===== src/rtl/serial_to_parallel_lane.sv =====
// serial_to_parallel_lane
// Per-lane receive deserializer. Shifts one bit per clk2M cycle (MSB first),
// hunts for the COM symbol, locks byte alignment after LOCK_COUNT consecutive
// boundary-aligned COMs, then presents each received byte in parallel.
// Optional feature macro: S2P_ERR_CNT_EN adds a saturating misaligned-COM counter.
//
// state      | meaning
// -----------+--------------------------------------------------------------
// ST_RESET   | held in reset; first edge with reset_L high moves to SEARCH
// ST_SEARCH  | hunting for COM, counting consecutive boundary-aligned COMs
// ST_ALIGNED | locked; every 8th bit is presented on parallel_out
module serial_to_parallel_lane #(
  parameter int LOCK_COUNT = 4
) (
  input  logic       clk2M,
  input  logic       reset_L,
  input  logic       data_in,
  output logic [7:0] parallel_out,
  output logic       valid_out,
  output logic       byte_strobe,
  output logic       active
`ifdef S2P_ERR_CNT_EN
  ,
  output logic [7:0] err_count
`endif
);

  localparam logic [7:0] COM = 8'hBC;
  localparam logic [3:0] LOCK_CNT = 4'(LOCK_COUNT);

  typedef enum logic [1:0] {
    ST_RESET   = 2'd0,
    ST_SEARCH  = 2'd1,
    ST_ALIGNED = 2'd2
  } state_t;

  state_t      state_q, state_d;
  // Only seven history bits are kept: the oldest bit of the 8-bit window is
  // shifted out in the same cycle it would be read.
  logic [6:0]  sr_q;
  logic [7:0]  sr_next;
  logic [2:0]  bit_cnt_q, bit_cnt_d;
  logic [3:0]  com_cnt_q, com_cnt_d, com_inc;
  logic [7:0]  pout_d;
  logic        valid_d, strobe_d, active_d;
  logic        is_com, boundary;
`ifdef S2P_ERR_CNT_EN
  logic [7:0]  err_d;
`endif

  // Next-state and next-output decode; everything is judged on sr_next.
  always_comb begin
    sr_next   = {sr_q, data_in};
    is_com    = (sr_next == COM);
    boundary  = (bit_cnt_q == 3'd7);
    state_d   = state_q;
    bit_cnt_d = bit_cnt_q + 3'd1;
    com_cnt_d = com_cnt_q;
    com_inc   = 4'd1;
    pout_d    = parallel_out;
    valid_d   = valid_out;
    strobe_d  = 1'b0;
    active_d  = active;
`ifdef S2P_ERR_CNT_EN
    err_d     = err_count;
`endif
    case (state_q)
      ST_RESET: begin
        state_d   = ST_SEARCH;
        bit_cnt_d = 3'd0;
        com_cnt_d = 4'd0;
        pout_d    = 8'h00;
        valid_d   = 1'b0;
        active_d  = 1'b0;
      end
      ST_SEARCH: begin
        pout_d   = 8'h00;
        valid_d  = 1'b0;
        active_d = 1'b0;
        if (is_com) begin
          bit_cnt_d = 3'd0;
          // A COM off the boundary, or after a broken run, restarts the count at 1.
          if (boundary && (com_cnt_q >= 4'd1)) com_inc = com_cnt_q + 4'd1;
          else                                 com_inc = 4'd1;
          com_cnt_d = com_inc;
          if (com_inc == LOCK_CNT) begin
            state_d  = ST_ALIGNED;
            active_d = 1'b1;
          end
        end else if (boundary) begin
          com_cnt_d = 4'd0;
        end
      end
      ST_ALIGNED: begin
        if (boundary) begin
          pout_d   = sr_next;
          valid_d  = 1'b1;
          strobe_d = 1'b1;
        end else if (is_com) begin
          // Misaligned COM: drop lock and treat it as the first COM of a new run.
          state_d   = ST_SEARCH;
          com_cnt_d = 4'd1;
          bit_cnt_d = 3'd0;
          pout_d    = 8'h00;
          valid_d   = 1'b0;
          active_d  = 1'b0;
`ifdef S2P_ERR_CNT_EN
          if (err_count != 8'hFF) err_d = err_count + 8'd1;
`endif
        end
      end
      default: begin
        state_d = ST_RESET;
      end
    endcase
  end

  // State, shift register, counters and registered outputs; reset wins over all.
  always_ff @(posedge clk2M) begin
    if (!reset_L) begin
      state_q      <= ST_RESET;
      sr_q         <= 7'd0;
      bit_cnt_q    <= 3'd0;
      com_cnt_q    <= 4'd0;
      parallel_out <= 8'h00;
      valid_out    <= 1'b0;
      byte_strobe  <= 1'b0;
      active       <= 1'b0;
`ifdef S2P_ERR_CNT_EN
      err_count    <= 8'h00;
`endif
    end else begin
      state_q      <= state_d;
      sr_q         <= sr_next[6:0];
      bit_cnt_q    <= bit_cnt_d;
      com_cnt_q    <= com_cnt_d;
      parallel_out <= pout_d;
      valid_out    <= valid_d;
      byte_strobe  <= strobe_d;
      active       <= active_d;
`ifdef S2P_ERR_CNT_EN
      err_count    <= err_d;
`endif
    end
  end

endmodule


===== config.mk =====
export PLATFORM = sky130hd
export DESIGN_NAME = serial_to_parallel_lane
export DESIGN_NICKNAME = d
export VERILOG_FILES = /design/src/rtl/serial_to_parallel_lane.sv
export SDC_FILE = /design/constraint.sdc
export NUM_CORES = 1
export LEC_CHECK = 0
export CAP_MARGIN = 10
export CORE_ASPECT_RATIO = 0.9
export CORE_UTILIZATION = 36
export DETAILED_ROUTE_END_ITERATION = 8
export HOLD_SLACK_MARGIN = 0.08
export PLACE_DENSITY = 0.59
export SETUP_SLACK_MARGIN = 0.4
export SLEW_MARGIN = 20
export SYNTH_ARGS = -nofsm -noshare
export SYNTH_HDL_FRONTEND = slang
export SYNTH_SLANG_ARGS = --single-unit

===== constraint.sdc =====
create_clock -name clk2M -period 1.65 [get_ports clk2M]
set_input_delay 0.495 -clock clk2M [delete_from_list [all_inputs] [get_ports clk2M]]
set_output_delay 0.495 -clock clk2M [all_outputs]
set_load 0.01 [all_outputs]

=== Word level (Yosys, flattened, before mapping) ===
Cells that the tools add are included.

* $add $sub $neg: 2
* $mul: 0
* Div/mod/pow operators: 0
* Order comparisons: 1
* Equality and inequality tests: 11
* Shift-type cells: 0
* Mux-type cells: 27
* Bitwise operators: 0
* Reductions and logical operators: 10

{| class="wikitable"
|+ Operator list
! kind !! count
|-
| 2-to-1 mux 4 bit || 7
|-
| 2-to-1 mux 8 bit || 2
|-
| case mux 8 bit (2 select lines) || 1
|-
| case mux 4 bit (3 select lines) || 1
|-
| case mux 3 bit (3 select lines) || 1
|-
| == test 8 bit (second input constant) || 1
|-
| 2-to-1 mux 2 bit || 4
|-
| inequality test 2 bit (second input constant) || 4
|-
| AND reduction 4 bit || 2
|-
| 2-to-1 mux 1 bit || 6
|-
| 2-to-1 mux 3 bit || 2
|-
| inequality test 3 bit (second input constant) || 2
|-
| case mux 2 bit (3 select lines) || 1
|-
| adder 4 x 1 -> 4 bit (second input constant) || 1
|-
| == test 4 x 3 -> 1 bit (second input constant) || 1
|-
| greater-or-equal comparator 4 x 1 -> 1 bit (second input constant) || 1
|-
| AND reduction 2 bit || 2
|-
| adder 3 x 1 -> 3 bit (second input constant) || 1
|-
| == test 3 bit (second input constant) || 1
|-
| case mux 1 bit (3 select lines) || 1
|-
| AND reduction 3 bit || 1
|-
| nonzero test 3 bit || 1
|-
| == test 2 x 1 -> 1 bit (second input constant) || 1
|-
| == test 2 bit (second input constant) || 1
|-
| other kinds (5) || 5
|}

* Register bits: 27
* Bits in latches: 0
* Memory bits (writable): 0
* ROM bits: 0
* Input port bits: 3
* Output and inout port bits: 11
* Memories kept: 0

=== Longest topological paths before layout ===
* Depth after elaboration: 9
* Gate-level depth with buffers: 7
* Depth with buffers taken out: 6

=== Least setup slack after synthesis ===
No wires, ideal clock.

* Path type: register to register
* Start: reg bit_cnt_q[0]
* End: reg com_cnt_q[1]
* Arrival time: 1526 ps
* Required time: 1578 ps
* Setup slack: 52 ps
* Stages on the path, launching flop included: 7
* Path buffers: 1
* Clock period less this slack: 1598 ps
* Path through: dfxtp_1 > ha_1 > ha_1 > buf_2 > o32ai_1 > and2_1 > mux2i_1

* Longest elaborated chain between the ends: 7
* Elaborated cells between the ends (all ways): 10
* Classes of those cells: 3 x eq/ne; 5 x mux; 2 x reduce/logical

{| class="wikitable"
|+ Ends and longest elaborated chain
! what !! RTL line !! RTL
|-
| from (decl) || 42 || <nowiki>logic [2:0] bit_cnt_q, bit_cnt_d;</nowiki>
|-
| from (signal assigned) || 135 || <nowiki>bit_cnt_q <= bit_cnt_d;</nowiki>
|-
| == test 3 bit (*) || 55 || <nowiki>boundary = (bit_cnt_q == 3'd7);</nowiki>
|-
| via boundary || 46 || <nowiki>logic is_com, boundary;</nowiki>
|-
| logical AND 1 bit || 83 || <nowiki>if (boundary && (com_cnt_q >= 4'd1)) com_inc = com_cnt_q + 4'd1;</nowiki>
|-
| 2-to-1 mux 4 bit || 83 ||
|-
| 2-to-1 mux 4 bit || 80 || <nowiki>if (is_com) begin</nowiki>
|-
| 2-to-1 mux 4 bit || 67 || <nowiki>case (state_q)</nowiki>
|-
| 2-to-1 mux 4 bit || 80 ||
|-
| case mux 4 bit (3 select lines) || 67 ||
|-
| to (signal assigned) || 136 || <nowiki>com_cnt_q <= com_cnt_d;</nowiki>
|-
| to (decl) || 43 || <nowiki>logic [3:0] com_cnt_q, com_cnt_d, com_inc;</nowiki>
|}

The timed path passes the listed nets; every way through them passes the cells marked *. The select of a mux whose other input is x is not followed.
A chain may end at the register's enable or synchronous reset.

=== Worst setup path in the final report ===
* Start: reg bit_cnt_q[0]
* End: reg bit_cnt_q[2]

* Elaborated cells between the ends (all ways): 5
* Classes of those cells: 1 x add/sub; 1 x eq/ne; 3 x mux

{| class="wikitable"
|+ RTL lines
! what !! RTL line !! RTL
|-
| == test 3 bit || 55 ||
|-
| via boundary || 46 ||
|-
| 2-to-1 mux 3 bit || 95 || <nowiki>if (boundary) begin</nowiki>
|-
| case mux 3 bit (3 select lines) || 67 ||
|}

The timed path passes the listed nets, and every way through them passes these cells.

==> run_results.csv <==
group,metric,value,unit
setup_path,endpoint_kind,"flop",
setup_path,path_cells,"ha_4, ha_4, buf_6, o41ai_4, a21oi_2, and2_1",
route,dr.pass1.iters,4,
clock_network,worstSkewPairLatency,280,ps
route,ant_nets,0,
placed_design,globalplace.congestion,0.7339,
synthesis,yosysUniqueCellTypes,41,
floorplan,start_util,0.3778,
setup_path,crit_arrival,1690,ps
job,cap_violations,0,
route,post_drt_wl_per_cell,14.60,um
sta,max_slew_margin,0.8038,
clock_network,cts_root_buffer,"clkbuf_8",
clock_network,numCtsBuffers,3,
layout,final_common_cell,"buf_6",
layout,final_util,0.5648,
clock_network,ctsHoldBuffers,0,
synthesis,ys.flop_type,"dfxtp_1",
floorplan,die_y,58.49,um
outcome,run_status,"finished clean",
power_and_ir_drop,leakage,0.7751,nW
placed_design,dp_hpwl,1845,um
route,initialDrtViolationCount,33,
synthesis,synth_seq_cells,27,
global_routing,grt_pass1_vias,1114,
power_and_ir_drop,vdd_drop_max,513.2,uV
sta,hold_viol_final,0,
synthesis,synth_edf_count,0,
floorplan,top_level_ports,14,
setup_path,cp-start-kind,"flop",
power_and_ir_drop,p_per_area,778.5,nW/um^2
route,wl,2978,um
route,vias_per_cell,5.382,
worst_hold_path,hp-class,"reg -> reg",
setup_path,cp_slowest_stage_delay,350,ps
sta,slew_violations,0,
setup_path,worstPathMaxFanout,7,
synthesis,synth.net_count,138,
floorplan,placementRows,20,
setup_path,cp.required,1830,ps
clock_network,clk_pin_slew,100,ps
setup_path,crit_type,"reg -> reg",
sta,worst_pin_slew,289.7,ps
synthesis,yosys_warnings,0,
global_routing,grt-ovfl-total,0,
clock_network,clock_path_buffers,2,
global_routing,grt_pass1_wl,5071,um
layout,nNetsFinal,173,
floorplan,die_width,64.76,um
layout,drive_above_1_share,0.5500,
sta,rsz0062_at_grt,"yes",
setup_path,slowest_stage,"dfxtp_2",
synthesis,synth_area,1276,sq um
sta,fin_crit_sh,0.9154,
setup_path,cp_common_cell,"ha_4",
layout,area_growth_syn_to_layout,49.51,%
sta,clock.fmax,0.6621,GHz
global_routing,grt_usage,0.1745,
sta,setup_ws,139.6,ps
sta,holdWs,429.9,ps
sta,finClkSkew,2.636,ps
route,drc,0,
synthesis,avgSynthCellArea,10.13,sq um
clock_network,cts_tree,"done",
placed_design,port_buffers,13,
synthesis,async_flop_share,0,
layout,layout_common_cells,"17 x buf_6, 16 x dfxtp_2, 13 x buf_4, 10 x dfxtp_1, 9 x and2_1",
placed_design,post-place-ws,-381.4,ps
route,dr_total_vias,1098,
global_routing,grt_max_degree,17,
sta,period_needed,1510,ps
synthesis,yosysSeqAreaShare,0.4235,
layout,diodes,0,
synthesis,synth_cells,126,
clock_network,clock-sinks,27,
clock_network,htreeDepth,1,
power_and_ir_drop,fin_total_pwr,0.001485,W
global_routing,antenna_found_initial,0,
setup_path,path_delay_family,"compound AO/OA/AOI/OAI gates",
floorplan,die-area,3787,sq um
floorplan,core-area,3378,sq um
sta,finalSetupViolCount,0,
setup_path,crit_buf_inv,1,
==> repair_timing <==
item                       4_1_cts  5_1_grt
setup endpoints to repair       31       27
resized for setup               90       21
gates cloned                     2        0
pin swaps                       19       17
setup buffers                   12        2
==> report_power, final <==
part | total (W) | leakage (nW) | switching (W) | internal, W
registers | 0.000709 | 0.227 | 0.0000275 | 0.000681
clock network | 0.000398 | 0.0217 | 0.000226 | 0.000172
logic | 0.000379 | 0.526 | 0.000178 | 0.000201
total | 0.00149 | 0.775 | 0.000432 | 0.00105
==> worst register-to-register path, stage by stage (launching register included) <==
cell and delay [ps]:
dfxtp_2 350, ha_4 160, ha_4 190, buf_6 140, o41ai_4 350, a21oi_2 70, and2_1 160
==> path summary, 6_finish.rpt <==
| check | start | to | slack (ps) | cells past startpoint |
|---|---|---|---|---|
| worst max-delay path | bit_cnt_q[0] | bit_cnt_q[2] | 140 | 6 |
| worst min-delay path | bit_cnt_q[0] | bit_cnt_q[0] | 430 | 1 |
| worst max register to register | bit_cnt_q[0] | bit_cnt_q[2] | 140 | 6 |
| worst min register to register | bit_cnt_q[0] | bit_cnt_q[0] | 430 | 1 |
==> flip-flops by register name, indices dropped and copies added (netlist names) <==
register and cells:
state_q 2, sr_q 7, byte_strobe 1, active 1, com_cnt_q 4, parallel_out 8
bit_cnt_q 3, valid_out 1
==> through the flow <==
step                cell area (sq um)  TNS, ps  std cells
global placement                 1545    -5561        184
CTS                              1789        0        202
detailed placement               1545    -6073        184
floorplan                        1349        0        126
finish                           1908        0        204
global route                     1908        0        204
==> final cells by class <==
type	instances	area (sq um)
Sequential cell	27	564.3
Clock buffer	3	41.29
Fill cell	294	1470
Multi-Input combinational cell	87	879.6
Clock inverter	1	7.507
Inverter	6	22.52
Tap cell	44	55.05
Timing Repair Buffer	36	337.8
==> logic make-up (layout without fill, tap and decap cells) <==
group	count (synthesis)	after routing	share of synthesized area
DFF	27	27	0.4235
buffers and inverters	13	46	0.04607
AOI/OAI and AO/OA	35	36	0.2206
adders and majority gates	9	9	0.08824
muxes	2	2	0.01569
and+or+nand+nor	40	40	0.2059
==> cells in the mapped netlist (2+ instances only) <==
library cell / instances / share of area
o21ai_0: 7 / 0.027
inv_1: 6 / 0.018
buf_2: 2 / 0.0078
dfxtp_1: 27 / 0.42
o211ai_1: 3 / 0.018
nand3_1: 3 / 0.012
nor2b_1: 4 / 0.020
and2_1: 10 / 0.049
o2111ai_1: 2 / 0.014
nor2_1: 3 / 0.0088
and3_1: 2 / 0.0098
nand3b_1: 2 / 0.012
nand2_1: 5 / 0.015
clkbuf_1: 4 / 0.012
mux2i_1: 2 / 0.016
a21oi_1: 3 / 0.012
a22o_1: 7 / 0.048
ha_1: 9 / 0.088
nand4_1: 3 / 0.015
==> per-layer routing <==
layer  global-route usage  up-vias  wire length, um
met1               0.2294      527             1449
met5                    0        -                0
met3              0.02326        6              101
met2               0.2917       32             1374
li1                     -      533                -
met4              0.06667        0               54
(Power assumes the default switching activity.)
